`config.mk`:
```
export PLATFORM = sky130hd
export DESIGN_NAME = priority_grant_reg
export DESIGN_NICKNAME = d
export VERILOG_FILES = /design/src/rtl/priority_grant_reg.sv
export SDC_FILE = /design/constraint.sdc
export NUM_CORES = 1
export LEC_CHECK = 0
export ABC_AREA = 1
export ABC_CLOCK_PERIOD_IN_PS = 2200
export BUFFER_PORTS_ARGS = -buffer_cell sky130_fd_sc_hd__clkbuf_2
export CAP_MARGIN = 30
export CORE_AREA = 2 2 46 56
export CTS_BUF_LIST = sky130_fd_sc_hd__clkbuf_8 sky130_fd_sc_hd__clkbuf_16
export CTS_CLUSTER_DIAMETER = 80
export DETAILED_ROUTE_END_ITERATION = 10
export DIE_AREA = 0 0 48 58
export GPL_ROUTABILITY_DRIVEN = 0
export PLACE_DENSITY = 0.73
export SLEW_MARGIN = 30
export SYNTH_ARGS = -nofsm -noshare
export SYNTH_HDL_FRONTEND = slang
export SYNTH_SLANG_ARGS = --single-unit
export TNS_END_PERCENT = 100
```
`constraint.sdc`:
```
create_clock -name i_clk -period 2.2 [get_ports i_clk]
set_clock_uncertainty 0.2 [all_clocks]
set_input_delay 0.33 -clock i_clk [delete_from_list [all_inputs] [get_ports i_clk]]
set_output_delay 0.33 -clock i_clk [all_outputs]
set_load 0.03 [all_outputs]
```
`src/rtl/priority_grant_reg.sv`:
```
// priority_grant_reg
//   Registered N-channel arbiter for one shared resource. It selects either the
//   lowest requesting index (fixed priority) or the next requester after a
//   rotating pointer (round-robin). A grant is held until the holder releases it,
//   drops its request, or exceeds MAX_HOLD cycles. At least one idle cycle
//   always separates consecutive grants.
//
// Ports
//   i_clk          clock, rising edge
//   i_rst_n        asynchronous active-low reset
//   i_req[N]       request vector, bit i = channel i requesting
//   i_release      holder finished (one-cycle pulse, ignored while idle)
//   i_mode         0 = fixed priority, 1 = round-robin (sampled while idle)
//   o_grant[N]     one-hot grant
//   o_grant_id     binary index of the granted channel
//   o_grant_valid  a grant is active
//   o_timeout      one-cycle pulse when a grant is revoked by MAX_HOLD alone
//
// Parameter constraints: 2 <= N <= 16, 2**IDW >= N, 2**HW > MAX_HOLD
// (MAX_HOLD = 0 disables the timeout).
module priority_grant_reg #(
  parameter int unsigned N        = 4,
  parameter int unsigned IDW      = 2,
  parameter int unsigned MAX_HOLD = 15,
  parameter int unsigned HW       = 4
) (
  input  logic           i_clk,
  input  logic           i_rst_n,
  input  logic [N-1:0]   i_req,
  input  logic           i_release,
  input  logic           i_mode,
  output logic [N-1:0]   o_grant,
  output logic [IDW-1:0] o_grant_id,
  output logic           o_grant_valid,
  output logic           o_timeout
);

  typedef enum logic {S_IDLE, S_GRANT} state_t;

  localparam logic [HW-1:0] HOLD_LAST = (MAX_HOLD == 0) ? '0 : HW'(MAX_HOLD - 1);

  state_t         r_state;
  logic [N-1:0]   r_grant;
  logic [IDW-1:0] r_grant_id;
  logic           r_grant_valid;
  logic           r_timeout;
  logic [IDW-1:0] r_ptr;
  logic [HW-1:0]  r_hcnt;

  logic [2*N-1:0] w_dbl;
  logic [N-1:0]   w_vec;
  logic           w_found;
  logic [IDW-1:0] w_win;
  logic           w_drop;
  logic           w_hold_end;
  logic           w_exit;

  // Round-robin reuses the fixed-priority scan on a copy of the request
  // vector rotated right by the pointer; the found offset is then mapped
  // back to a channel index modulo N (N need not be a power of two).
  always_comb begin
    int unsigned j;
    int unsigned s;
    w_dbl   = {i_req, i_req};
    w_vec   = i_mode ? N'(w_dbl >> r_ptr) : i_req;
    w_found = 1'b0;
    j       = 0;
    for (int unsigned i = 0; i < N; i++) begin
      if (!w_found && ((w_vec >> i) & N'(1)) != '0) begin
        w_found = 1'b1;
        j       = i;
      end
    end
    s = i_mode ? (32'(r_ptr) + j) : j;
    if (s >= N) s = s - N;
    w_win = IDW'(s);
  end

  // Grant is one-hot, so masking with it selects the holder's request bit.
  assign w_drop     = ~|(i_req & r_grant);
  assign w_hold_end = (MAX_HOLD != 0) && (r_hcnt == HOLD_LAST);
  assign w_exit     = i_release | w_drop | w_hold_end;

  always_ff @(posedge i_clk or negedge i_rst_n) begin
    if (!i_rst_n) begin
      r_state       <= S_IDLE;
      r_grant       <= '0;
      r_grant_id    <= '0;
      r_grant_valid <= 1'b0;
      r_timeout     <= 1'b0;
      r_ptr         <= '0;
      r_hcnt        <= '0;
    end else begin
      r_timeout <= 1'b0;
      case (r_state)
        S_IDLE: begin
          if (w_found) begin
            r_state       <= S_GRANT;
            r_grant       <= N'(1) << w_win;
            r_grant_id    <= w_win;
            r_grant_valid <= 1'b1;
            r_hcnt        <= '0;
            if (i_mode) r_ptr <= (w_win == IDW'(N - 1)) ? '0 : w_win + IDW'(1);
          end
        end
        S_GRANT: begin
          r_hcnt <= r_hcnt + HW'(1);
          if (w_exit) begin
            r_state       <= S_IDLE;
            r_grant       <= '0;
            r_grant_id    <= '0;
            r_grant_valid <= 1'b0;
            r_timeout     <= w_hold_end & ~i_release & ~w_drop;
          end
        end
        default: r_state <= S_IDLE;
      endcase
    end
  end

  assign o_grant       = r_grant;
  assign o_grant_id    = r_grant_id;
  assign o_grant_valid = r_grant_valid;
  assign o_timeout     = r_timeout;

endmodule

```
* Word-level counts from Yosys, hierarchy flattened *
Index checks and enable logic that the tools add are counted.

word-level totals
  bits in registers = 15
  latch bits = 0
  memory bits (writable) = 0
  ROM bits = 0
  logic and storage cells = 62
  memories = 0

operators by class
  $add $sub $neg = 4
  multiply operators = 0
  divide/modulo/power cells = 0
  magnitude comparators = 1
  equal/unequal tests = 4
  shift-type cells = 2
  mux-type cells = 27
  bitwise logic cells = 7
  reduce and logical (&&, ||, !) cells = 10

operator list
  operator             count
  $mux 4               4
  $pmux 4 s2           2
  $mux 2               6
  $mux 1               11
  $shr 8x2->4          1
  $add 4x1->4 const B  1
  $and 4x4->4          1
  $eq 4x4->1 const B   1
  $logic_not 1->1      4
  $pmux 1 s2           2
  $pmux 2 s2           1
  $reduce_or 4->1      1
  $shl 1x2->4 const A  1
  $add 2x2->3          1
  $ge 3x3->1 const B   1
  $logic_and 1x1->1    3
  $mux 3               1
  $reduce_and 3->1     1
  $add 2x1->2 const B  1
  $and 1x1->1          2
  $eq 2x2->1 const B   1
  $ne 2x1->1 const B   1
  $ne 2x2->1 const B   1
  $not 1->1            2
  other kinds (3)      4

* Depth between registers and ports, before layout *
  word-level depth = 19
  gate-level depth with buffers = 20
  depth with buffers taken out = 20

* Least setup slack after synthesis *
OpenSTA, ideal clock, no wires.

  kind = reg-to-reg
  start point = register r_ptr[0]
  end point = register r_ptr[1]
  arrival = 2013 ps
  data required time = 1879 ps
  setup slack = -134 ps
  stages on the path, launching flop included = 19
  path buffers = 0
  period minus slack after synthesis = 2334 ps
  cell sequence = dfrtp_1 > inv_2 > nand2_2 > nand3_1 > nand3_1 > nand2_2 > nand2_1 > nand2_1 > nand2_1 > inv_1 > ha_1 > nand2_1 > inv_1 > nor3_1 > nand3b_1 > nand2_1 > ha_1 > inv_1 > o21ai_1

on the way
  word-level cells in the longest chain between the ends = 18
  elaborated cells on any way between the ends = 24
  those cells by class = add/sub: 3; order compare: 1; eq/ne: 1; shift: 1; mux: 11; reduce/logical: 7

ends and longest elaborated chain
  element                                    line  text
  from (decl)                                47    logic [IDW-1:0] r_ptr;
  from (signal assigned)                     103   if (i_mode) r_ptr <= (w_win == IDW'(N - 1)) ? '0 : w_win + IDW'(1);
  $shr 8x2->4                                65    w_vec = i_mode ? N'(w_dbl >> r_ptr) : i_req;
  $mux 4                                     65
  $mux 1                                     69    if (!w_found && ((w_vec >> i) & N'(1)) != '0) begin
  $logic_not 1->1                            69
  $logic_and 1x1->1                          69
  $mux 1                                     69
  $logic_not 1->1                            69
  $logic_and 1x1->1                          69
  [2 not listed]                             --
  $logic_and 1x1->1                          69
  $mux 2                                     69
  $add 2x2->3                                74    s = i_mode ? (32'(r_ptr) + j) : j;
  $mux 3                                     74
  $ge 3x3->1 or $sub 2x1->2 (tied branches)  75    if (s >= N) s = s - N;
  $mux 2                                     75
  $add 2x1->2 or $eq 2x2->1 (tied branches)  103
  $mux 2                                     103

Several ways; a longest one is shown, not always the timed one.
A chain may end at the register's enable or synchronous reset.

* Worst setup path in the final report *
Ends and elaborated chain as after synthesis.

==> PnR_summary.wiki <==
{| class="wikitable"
! Metric !! Value
|-
| Result of the run || complete, but fails checks
|-
| Violated checks || setup timing
|-
| Fill cell total of the finished layout || 182
|-
| First-pass iteration count of the detailed router || 4
|-
| Post-route cell area || 0.00154 mm²
|-
| Total DRC errors in the routed layout || 0
|-
| Setup TNS || -0.960 ns
|-
| Vias per cell || 4.91
|-
| Crit-path leading delay family || simple AND/OR/NAND/NOR gates
|-
| Buffering stage count on the worst path with inverters included || 4
|-
| Critical Path AT || 2.40 ns
|-
| Type of the most critical hold path || primary input to flop
|-
| Max layer used || met4
|-
| Part of the total power dissipated in combinational logic || 63.4%
|-
| Critical path capture point type || flop
|-
| Gr usage total || 20.9%
|-
| Biggest fanout along the worst timing path || 6
|-
| Synthesized instance count || 138
|-
| Post-DP HPWL || 1940 µm
|-
| IO Count || 16
|-
| Area enclosed by the die boundary || 0.00278 mm²
|-
| Routed wire length on met3 || 59 µm
|-
| Initial standard-cell utilization of the core || 47.8%
|-
| Total placed cells including tap cells || 198
|-
| Startpoint class of the critical path || flop
|-
| Post-Synthesis Mean Instance Area || 7.82 µm²
|-
| Placement Cell Area || 0.00132 mm²
|-
| Clock tree from TritonCTS || yes
|-
| Final count of pins violating max slew || 0
|-
| Max-cap viol count || 0
|-
| Largest stage delay on the critical path || 0.46 ns
|-
| CTS Buffer Depth || 2
|-
| Non-filler instance count after layout || 209
|-
| Cell-internal power || 1.04 mW
|-
| Kind of critical path || flop to flop
|-
| Root buffer selected by CTS || clkbuf_8
|-
| Min cycle time layout || 2.42 ns
|-
| Critical Path Most Common Cell || nand2_2
|-
| Initial antenna violation count || 0
|-
| Cell taking the most area after synthesis || dfrtp_1
|-
| Die Height || 58 µm
|-
| Via count of the first global-routing pass || 1015
|-
| Synth warnings || 0
|-
| Largest net degree at the start of global routing || 16
|-
| Largest vdd supply drop || 0.831 mV
|-
| Global-route wire length before repair || 4150 µm
|-
| Switching share of power || 47.7%
|-
| Endpoint required time on the critical path || 2.18 ns
|-
| Power density normalized to cell area || 1300 mW/mm²
|-
| Final setup fails || 6
|-
| Tightest Pin Transition || 0.361 ns
|-
| Routed length on met2 || 1460 µm
|-
| Number of hold violations in the final report || 0
|-
| Vias post-DR || 1027
|-
| CP max stage cell || dfrtp_2
|-
| Switching power summed over all nets || 951 µW
|-
| Inserted Clock Buffers || 3
|-
| Flops & latches, synth || 15
|-
| Relative max-transition margin || 75.9%
|-
| Maximum achievable frequency || 0.412 GHz
|-
| Cells traversed along the worst timing path || inv_4 -> nand2_4 -> nand2_2 -> nand2_2 -> nand3_2 -> nand2_2 -> nand2_2 -> nand2_2 -> nand2_2 -> inv_2 -> ha_4 -> nand2_2 -> inv_2 -> nor3_2 -> nand3b_1 -> nand2_2 -> ha_4 -> inv_2 -> o21ai_2
|-
| Synth Net Count || 153
|-
| Die W || 48 µm
|-
| Sinks on the clock net || 15
|-
| Yosys top cell area share || 34.8%
|-
| Post-detailed-route wirelength per cell || 12.8 µm
|-
| Clk_lat worst skew || 0.25 ns
|-
| Wire length on met1 || 1070 µm
|-
| DP Worst Slack || -0.301 ns
|-
| Final Cycle Share || 110%
|-
| Signed area change from the synthesized netlist to the final layout || 42.4%
|-
| Sequential share of the synthesized area || 34.8%
|-
| Buffers on Ports || 15
|-
| Global route total overflow || 0
|-
| Layout Nets || 194
|-
| Layout cells sized above 1 || 53.9%
|-
| Distinct cell type count after synthesis || 27
|-
| Clock network power share || 11.3%
|-
| Cell area after synthesis || 0.00108 mm²
|-
| Cell types with the largest area share after synthesis || dfrtp_1 (35%), nand2_1 (15%), ha_1 (8.1%)
|-
| Unrepaired setup endpoints after global routing || yes
|-
| Core Footprint || 0.00226 mm²
|-
| Leakage power of the design || 0.820 nW
|-
| Routed wire length || 2690 µm
|-
| Total number of placement rows || 19
|-
| Total number of H-tree levels || 1
|-
| Part of the total power dissipated in sequential elements || 25.3%
|-
| Clock input transition at the sequential cells of the worst setup and hold paths || 0.06 ns
|-
| Remaining antenna violation count || 0
|-
| Initial detailed-routing violation count || 9
|-
| Antenna cells || 0
|-
| Final critical-path setup slack || -0.225 ns
|}
metrics by stage:
stage / utilization [%] / power, mW / hold WS [ns]
floorplan: - / 1.20 / -0.166
global placement: 58.3 / 1.46 / 0.0579
detailed placement: 58.3 / 1.50 / 0.0604
CTS: 62.4 / 1.79 / 0.262
global route: 68.1 / 2.14 / 0.295
finish: 68.1 / 1.99 / 0.261
cells by family after synthesis:
logic type,share of synthesized area [%]
compound gates,7.07
xor+xnor,0.811
fa+ha+maj,8.11
buf+inv,7.30
flops,34.8
simple gates,41.9
per-layer routing:
| metal | vias up | track usage [%] |
|---|---|---|
| li1 | 525 | - |
| met1 | 475 | 23.1 |
| met2 | 19 | 37.9 |
| met3 | 8 | 2.80 |
| met4 | 0 | 8.49 |
| met5 | - | 0 |
final timing paths:
path                          startpoint       endpoint  slack, ns  cells after the start
min in group asynchronous        i_rst_n  o_grant_id[1]       0.31                      2
min                            i_release      o_timeout       0.26                      3
max                             r_ptr[0]       r_ptr[1]      -0.22                     19
min reg2reg                o_grant_valid  o_grant_valid       0.29                      2
max in group asynchronous        i_rst_n       r_ptr[0]       1.20                      2
max reg2reg                     r_ptr[0]       r_ptr[1]      -0.22                     19
worst reg2reg max path: stages, from the launching register on:
cell	delay, ns
dfrtp_2	0.46
inv_4	0.12
nand2_4	0.07
nand2_2	0.07
nand2_2	0.05
nand3_2	0.07
nand2_2	0.07
nand2_2	0.07
nand2_2	0.06
nand2_2	0.06
inv_2	0.04
ha_4	0.15
nand2_2	0.06
inv_2	0.04
nor3_2	0.13
nand3b_1	0.15
nand2_2	0.11
ha_4	0.28
inv_2	0.03
o21ai_2	0.09
layout by cell type, fill, tap and decap left out, types with 2 or more instances in the layout:
cell type / count
a22o_1: 2
buf_4: 21
buf_6: 2
clkbuf_2: 15
clkbuf_8: 3
dfrtp_1: 13
dfrtp_2: 2
ha_1: 5
ha_4: 2
inv_1: 7
inv_2: 5
inv_4: 3
nand2_1: 30
nand2_2: 17
nand2_4: 5
nand3_1: 12
nand3_2: 11
nand4_1: 2
nor2_2: 3
nor2_4: 2
o21ai_1: 4
cell type report:
class | count | area (µm²) | area share, %
multi-input combinational | 104 | 742 | 48.3
sequential | 15 | 378 | 24.6
timing repair buffer | 39 | 265 | 17.2
inverter | 16 | 67.6 | 4.39
clock buffer | 3 | 41.3 | 2.69
tap | 31 | 38.8 | 2.52
clock inverter | 1 | 5.00 | 0.325
power by group through the flow:
stage / Combinational [mW] / Clock [mW] / Sequential, mW
after floorplan: 0.671 / 0 / 0.533
after global placement: 0.968 / 0 / 0.488
after detailed placement: 1.00 / 0 / 0.496
after CTS: 1.06 / 0.233 / 0.495
after global routing: 1.38 / 0.240 / 0.519
final: 1.26 / 0.226 / 0.504
flip-flops by register name (all words and copies together) (netlist names):
name / flops
o_grant: 4
o_grant_id: 2
o_grant_valid: 1
o_timeout: 1
r_hcnt: 4
r_ptr: 2
r_state: 1
cell usage after synthesis:
master     n
ha_1       7
nand2_4    1
nor3_1     1
inv_1     11
clkbuf_1   1
nand2_1   44
o21ai_1    5
nand3_2    6
o21a_1     1
nand2_8    1
clkinv_1   1
o21bai_1   1
dfrtp_1   15
a21boi_4   1
buf_2      1
buf_4      1
nand2_2    7
a22o_1     2
inv_2      3
inv_4      1
nand3b_1   1
nand4_1    2
nor2_4     2
xor2_1     1
nor2_1     2
nor2_2     2
nand3_1   17
timing repair:
item                       CTS  global route
gates resized for setup      7            28
pin swaps                    5            14
hold buffers                 1             0
setup endpoints to repair    6             7
hold endpoints to repair    15             0
buffers inserted             1             6
(Power assumes the default switching activity.)
